==> src/rtl/conv_kernel_arbiter_if.sv <==
// Bundle between conv_kernel_arbiter and its environment: cfg port, requesters,
// kernel datapath and result consumer. The slave modport is the arbiter's view.
interface conv_kernel_arbiter_if #(
  parameter int NUM_REQ    = 4,
  parameter int KERN_WIDTH = 16,
  parameter int DIN_WIDTH  = 8,
  parameter int DOUT_WIDTH = 8,
  parameter int KERN_SIZE  = 3
);
  localparam int ID_W  = ($clog2(NUM_REQ) > 1) ? $clog2(NUM_REQ) : 1;
  localparam int TAP_W = ($clog2(KERN_SIZE) > 1) ? $clog2(KERN_SIZE) : 1;

  logic                                           cfg_we;
  logic [ID_W-1:0]                                cfg_id;
  logic [TAP_W-1:0]                               cfg_tap;
  logic [KERN_WIDTH-1:0]                          cfg_coef;
  logic                                           cfg_ack;
  logic                                           cfg_err;

  logic [NUM_REQ-1:0]                             req_vld;
  logic [NUM_REQ-1:0][KERN_SIZE-1:0][DIN_WIDTH-1:0] req_din;
  logic [NUM_REQ-1:0]                             req_rdy;

  logic [KERN_SIZE-1:0][KERN_WIDTH-1:0]           k_kernel;
  logic                                           k_din_vld;
  logic [KERN_SIZE-1:0][DIN_WIDTH-1:0]            k_din;
  logic                                           k_dout_vld;
  logic [DOUT_WIDTH-1:0]                          k_dout;

  logic                                           res_vld;
  logic                                           res_rdy;
  logic [ID_W-1:0]                                res_id;
  logic [DOUT_WIDTH-1:0]                          res_dout;
  logic                                           err_orphan;

  modport slave (
    input  cfg_we, cfg_id, cfg_tap, cfg_coef,
    input  req_vld, req_din,
    input  k_dout_vld, k_dout,
    input  res_rdy,
    output cfg_ack, cfg_err,
    output req_rdy,
    output k_kernel, k_din_vld, k_din,
    output res_vld, res_id, res_dout, err_orphan
  );

  modport master (
    output cfg_we, cfg_id, cfg_tap, cfg_coef,
    output req_vld, req_din,
    output k_dout_vld, k_dout,
    output res_rdy,
    input  cfg_ack, cfg_err,
    input  req_rdy,
    input  k_kernel, k_din_vld, k_din,
    input  res_vld, res_id, res_dout, err_orphan
  );
endinterface

==> src/rtl/conv_kernel_arbiter.sv <==
// Round-robin sharing of one conv_kernel among NUM_REQ requesters with a credit-protected
// result FIFO. Define CONV_ARB_COEF_LOCK_EN to reject coefficient writes to busy requesters.
module conv_kernel_arbiter #(
  parameter int NUM_REQ    = 4,
  parameter int KERN_WIDTH = 16,
  parameter int DIN_WIDTH  = 8,
  parameter int DOUT_WIDTH = 8,
  parameter int KERN_SIZE  = 3,
  parameter int FIFO_DEPTH = 4
) (
  input logic                   clk,
  input logic                   reset_n,
  conv_kernel_arbiter_if.slave  bus
);
  localparam int KLAT  = $clog2(KERN_SIZE) + 1;
  localparam int ID_W  = ($clog2(NUM_REQ) > 1) ? $clog2(NUM_REQ) : 1;
  localparam int PTR_W = $clog2(FIFO_DEPTH);
  localparam int CNT_W = $clog2(FIFO_DEPTH) + 1;

  logic [NUM_REQ-1:0][KERN_SIZE-1:0][KERN_WIDTH-1:0] r_bank;
  logic                                       r_cfg_ack;
  logic                                       r_cfg_err;
  logic [ID_W-1:0]                            r_last;
  logic [CNT_W-1:0]                           r_inflight;
  logic [CNT_W-1:0]                           r_occ;
  logic [PTR_W-1:0]                           r_wr_ptr;
  logic [PTR_W-1:0]                           r_rd_ptr;
  logic [ID_W-1:0]                            r_mem_id   [FIFO_DEPTH];
  logic [DOUT_WIDTH-1:0]                      r_mem_dout [FIFO_DEPTH];
  logic                                       r_k_din_vld;
  logic [KERN_SIZE-1:0][DIN_WIDTH-1:0]        r_k_din;
  logic [KERN_SIZE-1:0][KERN_WIDTH-1:0]       r_k_kernel;
  logic [ID_W-1:0]                            r_issue_id;
  logic [KLAT-1:0]                            r_tag_vld;
  logic [ID_W-1:0]                            r_tag_id [KLAT];
  logic                                       r_err_orphan;

  logic [CNT_W:0]                             w_credit_sum;
  logic                                       w_credit_ok;
  logic [NUM_REQ-1:0]                         w_grant;
  logic [ID_W-1:0]                            w_gnt_id;
  logic                                       w_accept;
  logic                                       w_tail_vld;
  logic [ID_W-1:0]                            w_tail_id;
  logic                                       w_push;
  logic                                       w_pop;
  logic                                       w_res_vld;
  logic                                       w_cfg_in_range;
  logic                                       w_cfg_locked;
  logic                                       w_cfg_ok;
  logic                                       w_cfg_bad;

  // Credit uses registered counts only; a pop this cycle frees its slot next cycle.
  assign w_credit_sum = {1'b0, r_inflight} + {1'b0, r_occ};
  assign w_credit_ok  = w_credit_sum < (CNT_W+1)'(FIFO_DEPTH);

  always_comb begin
    w_grant  = '0;
    w_gnt_id = '0;
    w_accept = 1'b0;
    for (int k = 0; k < NUM_REQ; k++) begin
      int idx;
      idx = int'(r_last) + 1 + k;
      if (idx >= NUM_REQ) idx = idx - NUM_REQ;
      if (!w_accept && bus.req_vld[idx] && w_credit_ok && reset_n) begin
        w_accept     = 1'b1;
        w_grant[idx] = 1'b1;
        w_gnt_id     = ID_W'(idx);
      end
    end
  end

  assign w_tail_vld = r_tag_vld[KLAT-1];
  assign w_tail_id  = r_tag_id[KLAT-1];
  assign w_push     = w_tail_vld && bus.k_dout_vld;
  assign w_res_vld  = (r_occ != '0);
  assign w_pop      = w_res_vld && bus.res_rdy;

  assign w_cfg_in_range = (int'(bus.cfg_id) < NUM_REQ) && (int'(bus.cfg_tap) < KERN_SIZE);

`ifdef CONV_ARB_COEF_LOCK_EN
  logic [CNT_W-1:0] r_req_cnt [NUM_REQ];

  assign w_cfg_locked = w_cfg_in_range && (r_req_cnt[bus.cfg_id] != '0);

  always_ff @(posedge clk or negedge reset_n) begin
    if (!reset_n) begin
      for (int i = 0; i < NUM_REQ; i++) r_req_cnt[i] <= '0;
    end else begin
      for (int i = 0; i < NUM_REQ; i++) begin
        if ((w_accept && w_gnt_id == ID_W'(i)) && !(w_tail_vld && w_tail_id == ID_W'(i)))
          r_req_cnt[i] <= r_req_cnt[i] + CNT_W'(1);
        else if (!(w_accept && w_gnt_id == ID_W'(i)) && (w_tail_vld && w_tail_id == ID_W'(i)))
          r_req_cnt[i] <= r_req_cnt[i] - CNT_W'(1);
      end
    end
  end
`else
  assign w_cfg_locked = 1'b0;
`endif

  assign w_cfg_ok  = bus.cfg_we && w_cfg_in_range && !w_cfg_locked;
  assign w_cfg_bad = bus.cfg_we && !w_cfg_ok;

  always_ff @(posedge clk or negedge reset_n) begin
    if (!reset_n) begin
      r_bank    <= '0;
      r_cfg_ack <= 1'b0;
      r_cfg_err <= 1'b0;
    end else begin
      r_cfg_ack <= w_cfg_ok;
      r_cfg_err <= w_cfg_bad;
      if (w_cfg_ok) r_bank[bus.cfg_id][bus.cfg_tap] <= bus.cfg_coef;
    end
  end

  // Issue register samples the bank before any same-edge cfg write lands.
  always_ff @(posedge clk or negedge reset_n) begin
    if (!reset_n) begin
      r_last      <= ID_W'(NUM_REQ - 1);
      r_k_din_vld <= 1'b0;
      r_k_din     <= '0;
      r_k_kernel  <= '0;
      r_issue_id  <= '0;
    end else begin
      r_k_din_vld <= w_accept;
      if (w_accept) begin
        r_last     <= w_gnt_id;
        r_k_din    <= bus.req_din[w_gnt_id];
        r_k_kernel <= r_bank[w_gnt_id];
        r_issue_id <= w_gnt_id;
      end
    end
  end

  always_ff @(posedge clk or negedge reset_n) begin
    if (!reset_n) begin
      r_tag_vld    <= '0;
      for (int s = 0; s < KLAT; s++) r_tag_id[s] <= '0;
      r_inflight   <= '0;
      r_err_orphan <= 1'b0;
    end else begin
      r_tag_vld[0] <= r_k_din_vld;
      r_tag_id[0]  <= r_issue_id;
      for (int s = 1; s < KLAT; s++) begin
        r_tag_vld[s] <= r_tag_vld[s-1];
        r_tag_id[s]  <= r_tag_id[s-1];
      end
      if (w_accept && !w_tail_vld)
        r_inflight <= r_inflight + CNT_W'(1);
      else if (!w_accept && w_tail_vld)
        r_inflight <= r_inflight - CNT_W'(1);
      if (bus.k_dout_vld && !w_tail_vld) r_err_orphan <= 1'b1;
    end
  end

  always_ff @(posedge clk) begin
    if (w_push) begin
      r_mem_id[r_wr_ptr]   <= w_tail_id;
      r_mem_dout[r_wr_ptr] <= bus.k_dout;
    end
  end

  always_ff @(posedge clk or negedge reset_n) begin
    if (!reset_n) begin
      r_wr_ptr <= '0;
      r_rd_ptr <= '0;
      r_occ    <= '0;
    end else begin
      if (w_push) r_wr_ptr <= r_wr_ptr + PTR_W'(1);
      if (w_pop)  r_rd_ptr <= r_rd_ptr + PTR_W'(1);
      if (w_push && !w_pop)
        r_occ <= r_occ + CNT_W'(1);
      else if (w_pop && !w_push)
        r_occ <= r_occ - CNT_W'(1);
    end
  end

  assign bus.req_rdy    = w_grant;
  assign bus.cfg_ack    = r_cfg_ack;
  assign bus.cfg_err    = r_cfg_err;
  assign bus.k_din_vld  = r_k_din_vld;
  assign bus.k_din      = r_k_din;
  assign bus.k_kernel   = r_k_kernel;
  assign bus.res_vld    = w_res_vld;
  assign bus.res_id     = w_res_vld ? r_mem_id[r_rd_ptr]   : '0;
  assign bus.res_dout   = w_res_vld ? r_mem_dout[r_rd_ptr] : '0;
  assign bus.err_orphan = r_err_orphan;
endmodule

==> src/flat_wrapper.sv <==
// flat-port wrapper written by rule: the top's interface ports become plain ports
module conv_kernel_arbiter_flat 
#(
  parameter int NUM_REQ    = 4,
  parameter int KERN_WIDTH = 16,
  parameter int DIN_WIDTH  = 8,
  parameter int DOUT_WIDTH = 8,
  parameter int KERN_SIZE  = 3,
  parameter int FIFO_DEPTH = 4
)
  (clk, reset_n, bus_cfg_we, bus_cfg_id, bus_cfg_tap, bus_cfg_coef, bus_req_vld, bus_req_din, bus_k_dout_vld, bus_k_dout, bus_res_rdy, bus_cfg_ack, bus_cfg_err, bus_req_rdy, bus_k_kernel, bus_k_din_vld, bus_k_din, bus_res_vld, bus_res_id, bus_res_dout, bus_err_orphan);
  conv_kernel_arbiter_if #(.NUM_REQ(NUM_REQ), .KERN_WIDTH(KERN_WIDTH), .DIN_WIDTH(DIN_WIDTH), .DOUT_WIDTH(DOUT_WIDTH), .KERN_SIZE(KERN_SIZE)) bus_i ();
  input logic clk;
  input logic reset_n;
  input wire logic [$bits(bus_i.cfg_we)-1:0] bus_cfg_we;
  input wire logic [$bits(bus_i.cfg_id)-1:0] bus_cfg_id;
  input wire logic [$bits(bus_i.cfg_tap)-1:0] bus_cfg_tap;
  input wire logic [$bits(bus_i.cfg_coef)-1:0] bus_cfg_coef;
  input wire logic [$bits(bus_i.req_vld)-1:0] bus_req_vld;
  input wire logic [$bits(bus_i.req_din)-1:0] bus_req_din;
  input wire logic [$bits(bus_i.k_dout_vld)-1:0] bus_k_dout_vld;
  input wire logic [$bits(bus_i.k_dout)-1:0] bus_k_dout;
  input wire logic [$bits(bus_i.res_rdy)-1:0] bus_res_rdy;
  output wire logic [$bits(bus_i.cfg_ack)-1:0] bus_cfg_ack;
  output wire logic [$bits(bus_i.cfg_err)-1:0] bus_cfg_err;
  output wire logic [$bits(bus_i.req_rdy)-1:0] bus_req_rdy;
  output wire logic [$bits(bus_i.k_kernel)-1:0] bus_k_kernel;
  output wire logic [$bits(bus_i.k_din_vld)-1:0] bus_k_din_vld;
  output wire logic [$bits(bus_i.k_din)-1:0] bus_k_din;
  output wire logic [$bits(bus_i.res_vld)-1:0] bus_res_vld;
  output wire logic [$bits(bus_i.res_id)-1:0] bus_res_id;
  output wire logic [$bits(bus_i.res_dout)-1:0] bus_res_dout;
  output wire logic [$bits(bus_i.err_orphan)-1:0] bus_err_orphan;
  assign bus_i.cfg_we = bus_cfg_we;
  assign bus_i.cfg_id = bus_cfg_id;
  assign bus_i.cfg_tap = bus_cfg_tap;
  assign bus_i.cfg_coef = bus_cfg_coef;
  assign bus_i.req_vld = bus_req_vld;
  assign bus_i.req_din = bus_req_din;
  assign bus_i.k_dout_vld = bus_k_dout_vld;
  assign bus_i.k_dout = bus_k_dout;
  assign bus_i.res_rdy = bus_res_rdy;
  assign bus_cfg_ack = bus_i.cfg_ack;
  assign bus_cfg_err = bus_i.cfg_err;
  assign bus_req_rdy = bus_i.req_rdy;
  assign bus_k_kernel = bus_i.k_kernel;
  assign bus_k_din_vld = bus_i.k_din_vld;
  assign bus_k_din = bus_i.k_din;
  assign bus_res_vld = bus_i.res_vld;
  assign bus_res_id = bus_i.res_id;
  assign bus_res_dout = bus_i.res_dout;
  assign bus_err_orphan = bus_i.err_orphan;
  conv_kernel_arbiter #(.NUM_REQ(NUM_REQ), .KERN_WIDTH(KERN_WIDTH), .DIN_WIDTH(DIN_WIDTH), .DOUT_WIDTH(DOUT_WIDTH), .KERN_SIZE(KERN_SIZE), .FIFO_DEPTH(FIFO_DEPTH)) u_core (.clk(clk), .reset_n(reset_n), .bus(bus_i));
endmodule
==> config.mk <==
export PLATFORM = sky130hd
export DESIGN_NAME = conv_kernel_arbiter_flat
export DESIGN_NICKNAME = d
export VERILOG_FILES = /design/src/rtl/conv_kernel_arbiter_if.sv /design/src/rtl/conv_kernel_arbiter.sv /design/src/flat_wrapper.sv
export SDC_FILE = /design/constraint.sdc
export NUM_CORES = 1
export LEC_CHECK = 0
export ABC_AREA = 1
export CORE_ASPECT_RATIO = 1.5
export CORE_MARGIN = 1.5
export CORE_UTILIZATION = 35
export DETAILED_ROUTE_END_ITERATION = 8
export PLACE_DENSITY = 0.58
export SLEW_MARGIN = 40
export SYNTH_ARGS = -nofsm -noshare
export SYNTH_HDL_FRONTEND = slang
export SYNTH_SLANG_ARGS = --single-unit
==> constraint.sdc <==
create_clock -name clk -period 9.85 [get_ports clk]
set_input_delay 1.97 -clock clk [delete_from_list [all_inputs] [get_ports clk]]
set_output_delay 1.97 -clock clk [all_outputs]
set_load 0.05 [all_outputs]
# == Yosys cells after proc, flatten, opt, wreduce, memory -nomap -nowiden ==
# Memories as Yosys holds them, arrays and structs flattened.
# Cells that the tools add are included.
# word_totals
regBits,291
ram_bits,40
input_bits,133
out_inout_bits,91
n_memories,2
# classes
addsub,15
order_cmp,19
mux,53
bitwise,3
reduce_logical,37
# mem_list
name,depth,width,rd,rd_ports_with_merged_regs,write_ports,line,rtl
u_core.r_mem_dout,4,8,1,0,1,conv_kernel_arbiter.sv:29,logic [DOUT_WIDTH-1:0] r_mem_dout [FIFO_DEPTH];
u_core.r_mem_id,4,2,1,0,1,conv_kernel_arbiter.sv:28,logic [ID_W-1:0] r_mem_id [FIFO_DEPTH];
# ops
cell,n
$bwmux W192,1
$ge A32 B1 Y1 const B,4
$ge A32 B4 Y1 const B,4
$lt A32 B4 Y1 const B,4
$mux W32,4
$sub A32 B4 Y32 const B,4
$bmux W48 S2,1
$demux W48 S2,1
$mux W48,2
$add A32 B3 Y32 const B,2
$bmux W24 S2,1
$add A32 B2 Y32 const B,1
$demux W16 S2,1
$logic_and A1 B1 Y1,26
$mux W24,1
$mux W1,18
$mux W16,1
$mux W4,4
$mux W3,4
$or A4 B4 Y4,3
$mux W2,5
$lt A2 B3 Y1 const B,3
$bmux W1 S2,4
$demux W1 S2,4
12 further kinds,24

# == Longest topological paths before layout ==
# depth
ltp_word,28
ltp_mapped,19

# == Worst setup path before layout ==
# Ideal clock, no wire load.
# synth_path
path_type,input -> output
from,in reset_n
to,out bus_req_rdy[0]
arrival_time_ns,3.181
required_ns,7.880
setup_slack_ns,4.699
cell_stages,9
path_cell_list,inv_1 > nor2_1 > nand2_1 > nor2_4 > nand3_1 > nand3_4 > nor2_4 > nand2_1 > nand4_1
# synth_via
elab_chain_len,17
elab_cells_between_ends,23
classes_between,7 x mux; 3 x bitwise; 13 x reduce/logical
# synth_lines
item,line,rtl
from (decl),flat_wrapper.sv:14,input logic reset_n;
$logic_and A1 B1 Y1,conv_kernel_arbiter.sv:65,if (!w_accept && bus.req_vld[idx] && w_credit_ok && reset_n) begin
$mux W1,conv_kernel_arbiter.sv:65,
$logic_not A1 Y1,conv_kernel_arbiter.sv:65,
$logic_and A1 B1 Y1 (3 in series),conv_kernel_arbiter.sv:65,
$mux W1,conv_kernel_arbiter.sv:65,
$logic_not A1 Y1,conv_kernel_arbiter.sv:65,
$logic_and A1 B1 Y1 (3 in series),conv_kernel_arbiter.sv:65,
$mux W1,conv_kernel_arbiter.sv:65,
$logic_not A1 Y1,conv_kernel_arbiter.sv:65,
$logic_and A1 B1 Y1 (3 in series),conv_kernel_arbiter.sv:65,
$mux W4 *,conv_kernel_arbiter.sv:65,
to (decl),flat_wrapper.sv:26,output wire logic [$bits(bus_i.req_rdy)-1:0] bus_req_rdy;
# Mark *: on every way between the ends. The rest lies on a longest branch, timed or not.

# == Final worst setup path ==
# layout_path
from,in reset_n
to,out bus_req_rdy[3]
# The elaborated chain is that of the path after synthesis.

==> run summary <==
In this run the deepest clock path goes through 3 buffers. The slew of the pin with the lowest slew margin came out at 835 ps. The first-pass GRT wire length is 81900 um. Data arrives at the worst endpoint at 4210 ps. The final critical delay including setup and external delays came out at approximately 6000 ps. The power density normalized to cell area came out at 170 nW/um2. The flow ran to the end, and the final reports show no timing, DRC or antenna violations. The vias per cell came out at 5.00.

Relative to the synthesized area, the layout overhead comes to 23.0%. Of all cell types, the one taking the most synthesized area is dfrtp_1. After detailed routing, the number of remaining DRC violations is 0.

By area the synthesized netlist is led by dfrtp_1 43%, nand2_1 14%, nand3_1 9.9%, inv_1 7.5%, edfxtp_1 7.2%. Of all nets on the critical path, the largest fanout is 63. TritonCTS created 35 clock buffers. Summed over all layers, the global routing overflow is 0. The highest clock rate came out at about 160 MHz. The worst setup path is captured at an output pin. After floorplanning, the core was divided into 98 placement rows. The number of register bits inferred by synthesis is 331. The quantity of gates resized following cts is 0. The xor and xnor area share after synthesis is less than 1%.

The worst clock skew on the final layout came out at 22.5 ps. The sum of routed wire length over all layers came out at 52200 um. Data on the critical path is required at its endpoint by 7880 ps.

The weighted congestion reported at the end of routability-driven placement came out at between 0.8 and 0.9. The setup path with the least slack is of type input port to output pin. The floorplan die height is 271 um. After clock tree synthesis, the clock-pin slew on the worst setup and hold paths is 60 ps. The area share of and/or/nand/nor cells after synthesis is 28.8%. The fraction of the cycle the final worst path needs is between 60 and 70%. Headroom to the max-slew limit came out at between 40% and 50%. The iteration-0 DRC count of the detailed router came out at 1056. The worst slack at placement came out at 3570 ps.

The clock sink count is 331. The buffers inserted during post-CTS setup optimization is 0. The worst supply voltage drop on vdd came out at around 110 uV. The area of the core came out at 47500 um2. The hold violation count in the final report came to 0. On the critical path, the stage with the largest delay is an instance of clkdlybuf4s50_1. The analysis attributes to cell leakage a power of between 10 and 15 nW. The count of nets left with antenna violations after detail routing came out at 0.

The delay of the slowest cell on the worst path is 800 ps. The count of distinct cell types in the synthesized netlist came out at 36. The total of endpoints with negative setup slack in the final report came out at 0. The port buffer count is around 220. The total of max-cap violations is 0. The H-tree was split into 2 levels. By area, the combinational part of the netlist is dominated by simple AND/OR/NAND/NOR gates. The aggregate global-route resource usage is 21.2%.

The share of layout cells above drive strength 1 is 7.25%. The multiplexer fraction of the synthesized cell area came out at 0.134%. The path class of the tightest hold or removal check is flip-flop to flip-flop. TritonCTS built the clock tree.

After detailed routing, the average wire length per cell comes to 18.0 um. The sequential-to-total area share from yosys stat is 50.6%. The total negative slack came out at 0 ps. Summed over all nets, the half-perimeter wirelength after detailed placement is 32600 um. Among cell families on the critical path, the largest total delay comes from buffers and inverters. The number of search-and-repair iterations in the first detailed-routing pass came out at 6. The via count is 14500. The area share of fa/ha/maj cells after synthesis is under 10%. The net count of the finished layout is 2429. STA classifies the critical path startpoint as an input port.

Including well taps, the total number of placed cells is 2840. The number of top-level pins came out at between 200 and 250. Once the floorplan was initialized, standard cells occupied a little over a third of the core. Entering global routing, the biggest net connects 147 pins. The number of slew-limit violations in the final report is 0. Synthesis produced a netlist with a net count of 2275. The number of buffers inserted by hold repair at cts is 0. The source of the critical timing path is reset_n.

The total of warnings raised by yosys is 0. The die is between 150 and 200 um wide. The worst register-to-register path begins at u_core.r_last[0].

At the later pin of the worst-skew pair, clock insertion delay measures 530 ps. In the synthesized netlist, the number of instances is 2124. The final antenna diode count is 0. The overall die area is ~49000 um2. The mean post-synth cell area came out at approximately 8 um2. Setup repair after global routing left no endpoint under its margin. The final worst setup slack is 3670 ps. The worst hold path begins at u_core.r_tag_id[5]. The fraction of the mapped netlist area in compound gates is 7.02%. The critical path goes through buf_8, inv_1, nor2_1, nand2_1, nor2_4, nand4_2, inv_1, nand2_1, nand4_1, clkdlybuf4s50_1. The area share of the largest cell type after synthesis is 43.1%. The number of standard cells in the layout, taps in and fillers out came out at 2905. The initial antenna violation count came to 0. The buffers plus inverters on the worst setup path came out at 4. The cell sitting at the root of the clock tree is a clkbuf_16.

The summed instance area of the synthesized netlist came out at 16800 um2. The via count of the first global-routing pass came out at 14300.
stage by stage:
stage               total power, mW  instance area [um2]  util [%]  hold WS, ps
floorplan                      1.91                16800         -          331
global placement               2.06                19300      40.6          337
detailed placement             2.08                19300      40.8          341
CTS                            3.54                20600      43.4          356
global route                   3.68                20600      43.5          361
finish                         3.50                20600      43.5          352
layout make-up:
cell class,count,area (um2)
clock buffer,48,1010
clock inverter,16,262
fill,4738,26800
inverter,340,1280
multi-input combinational,1326,6400
sequential,331,8490
tap,600,751
timing repair buffer,244,2450
report_power, final:
group          internal (mW)  total (mW)  switching (mW)  leakage, nW
logic                  0.193       0.432           0.239         5.68
registers               1.55        1.62          0.0752         4.13
clock network          0.882        1.45           0.566        0.615
total                   2.62        3.50           0.881         10.4
cells in the final DEF, fill, tap and decap left out, drive strengths merged, types with 4 or more instances in the layout:
cell type	count
nand2	615
nand3	378
inv	342
dfrtp	289
clkdlybuf4s50	222
o21ai	219
nor2	61
clkbuf	49
edfxtp	40
buf	21
ha	16
a21oi	14
nand4	7
bufinv	6
clkinv	6
nor3	5
xnor2	4
registers in the layout, indices dropped and copies added (netlist names):
| name | count |
|---|---|
| u_core.r_wr_ptr | 2 |
| u_core.bus.k_din_vld | 1 |
| u_core.r_tag_vld | 3 |
| u_core.r_occ | 3 |
| u_core.bus.k_din | 24 |
| u_core.bus.k_kernel | 48 |
| u_core.r_tag_id | 4 |
| u_core.r_rd_ptr | 2 |
| u_core.r_mem_id | 8 |
| u_core.bus.cfg_ack | 1 |
| u_core.w_tail_id | 2 |
| u_core.bus.err_orphan | 1 |
| u_core.r_issue_id | 2 |
| u_core.r_mem_dout | 32 |
| u_core.bus.cfg_err | 1 |
| u_core.r_bank | 192 |
| u_core.r_last | 2 |
| u_core.r_inflight | 3 |
final timing paths:
path | endpoint | slack, ps | depth (start not counted)
max in group asynchronous | u_core.bus.k_kernel[41] | 6890 | 3
hold reg to reg | u_core.r_tag_id[3] | 350 | 0
hold / removal | u_core.r_tag_id[3] | 350 | 0
setup / recovery | bus_req_rdy[3] | 3670 | 10
min in group asynchronous | u_core.r_bank[142] | 1390 | 1
setup reg to reg | u_core.bus.k_kernel[18] | 4530 | 16
layer usage:
layer / vias up / global-route usage (%) / share of wire (%)
li1: 6962 / - / -
met1: 7015 / 26.3 / 41
met2: 459 / 38.1 / 51
met3: 78 / 2.48 / 5.2
met4: 0 / 7.39 / 3.3
met5: - / 0 / 0
cells in the mapped netlist:
library cell    n
nand2_1       607
inv_1         333
nand3_1       331
dfrtp_1       289
o21ai_0       218
nor2_1         57
clkbuf_1       54
buf_2          49
nand3_2        46
edfxtp_1       40
buf_6          18
ha_1           16
a21oi_1        14
nand2_2         6
nand4_1         5
nor3_1          5
buf_4           4
inv_2           4
xnor2_1         4
buf_1           2
dfstp_2         2
fa_1            2
mux2_2          2
nand2_4         2
nor2_4          2
xor2_1          2
a21o_1          1
clkinv_1        1
inv_4           1
inv_6           1
nand3_4         1
nand4_2         1
nand4_4         1
nor2_2          1
nor2_8          1
o21ai_2         1
kinds of logic (layout without fill, tap and decap cells):
logic type | after synthesis | after routing
AOI/OAI and AO/OA | 234 | 234
xor gates and xnor gates | 6 | 6
adders and majority gates | 18 | 18
buffers and inverters | 467 | 648
DFF | 331 | 331
muxes | 2 | 2
and+or+nand+nor | 1066 | 1066
(Power assumes the default switching activity.)
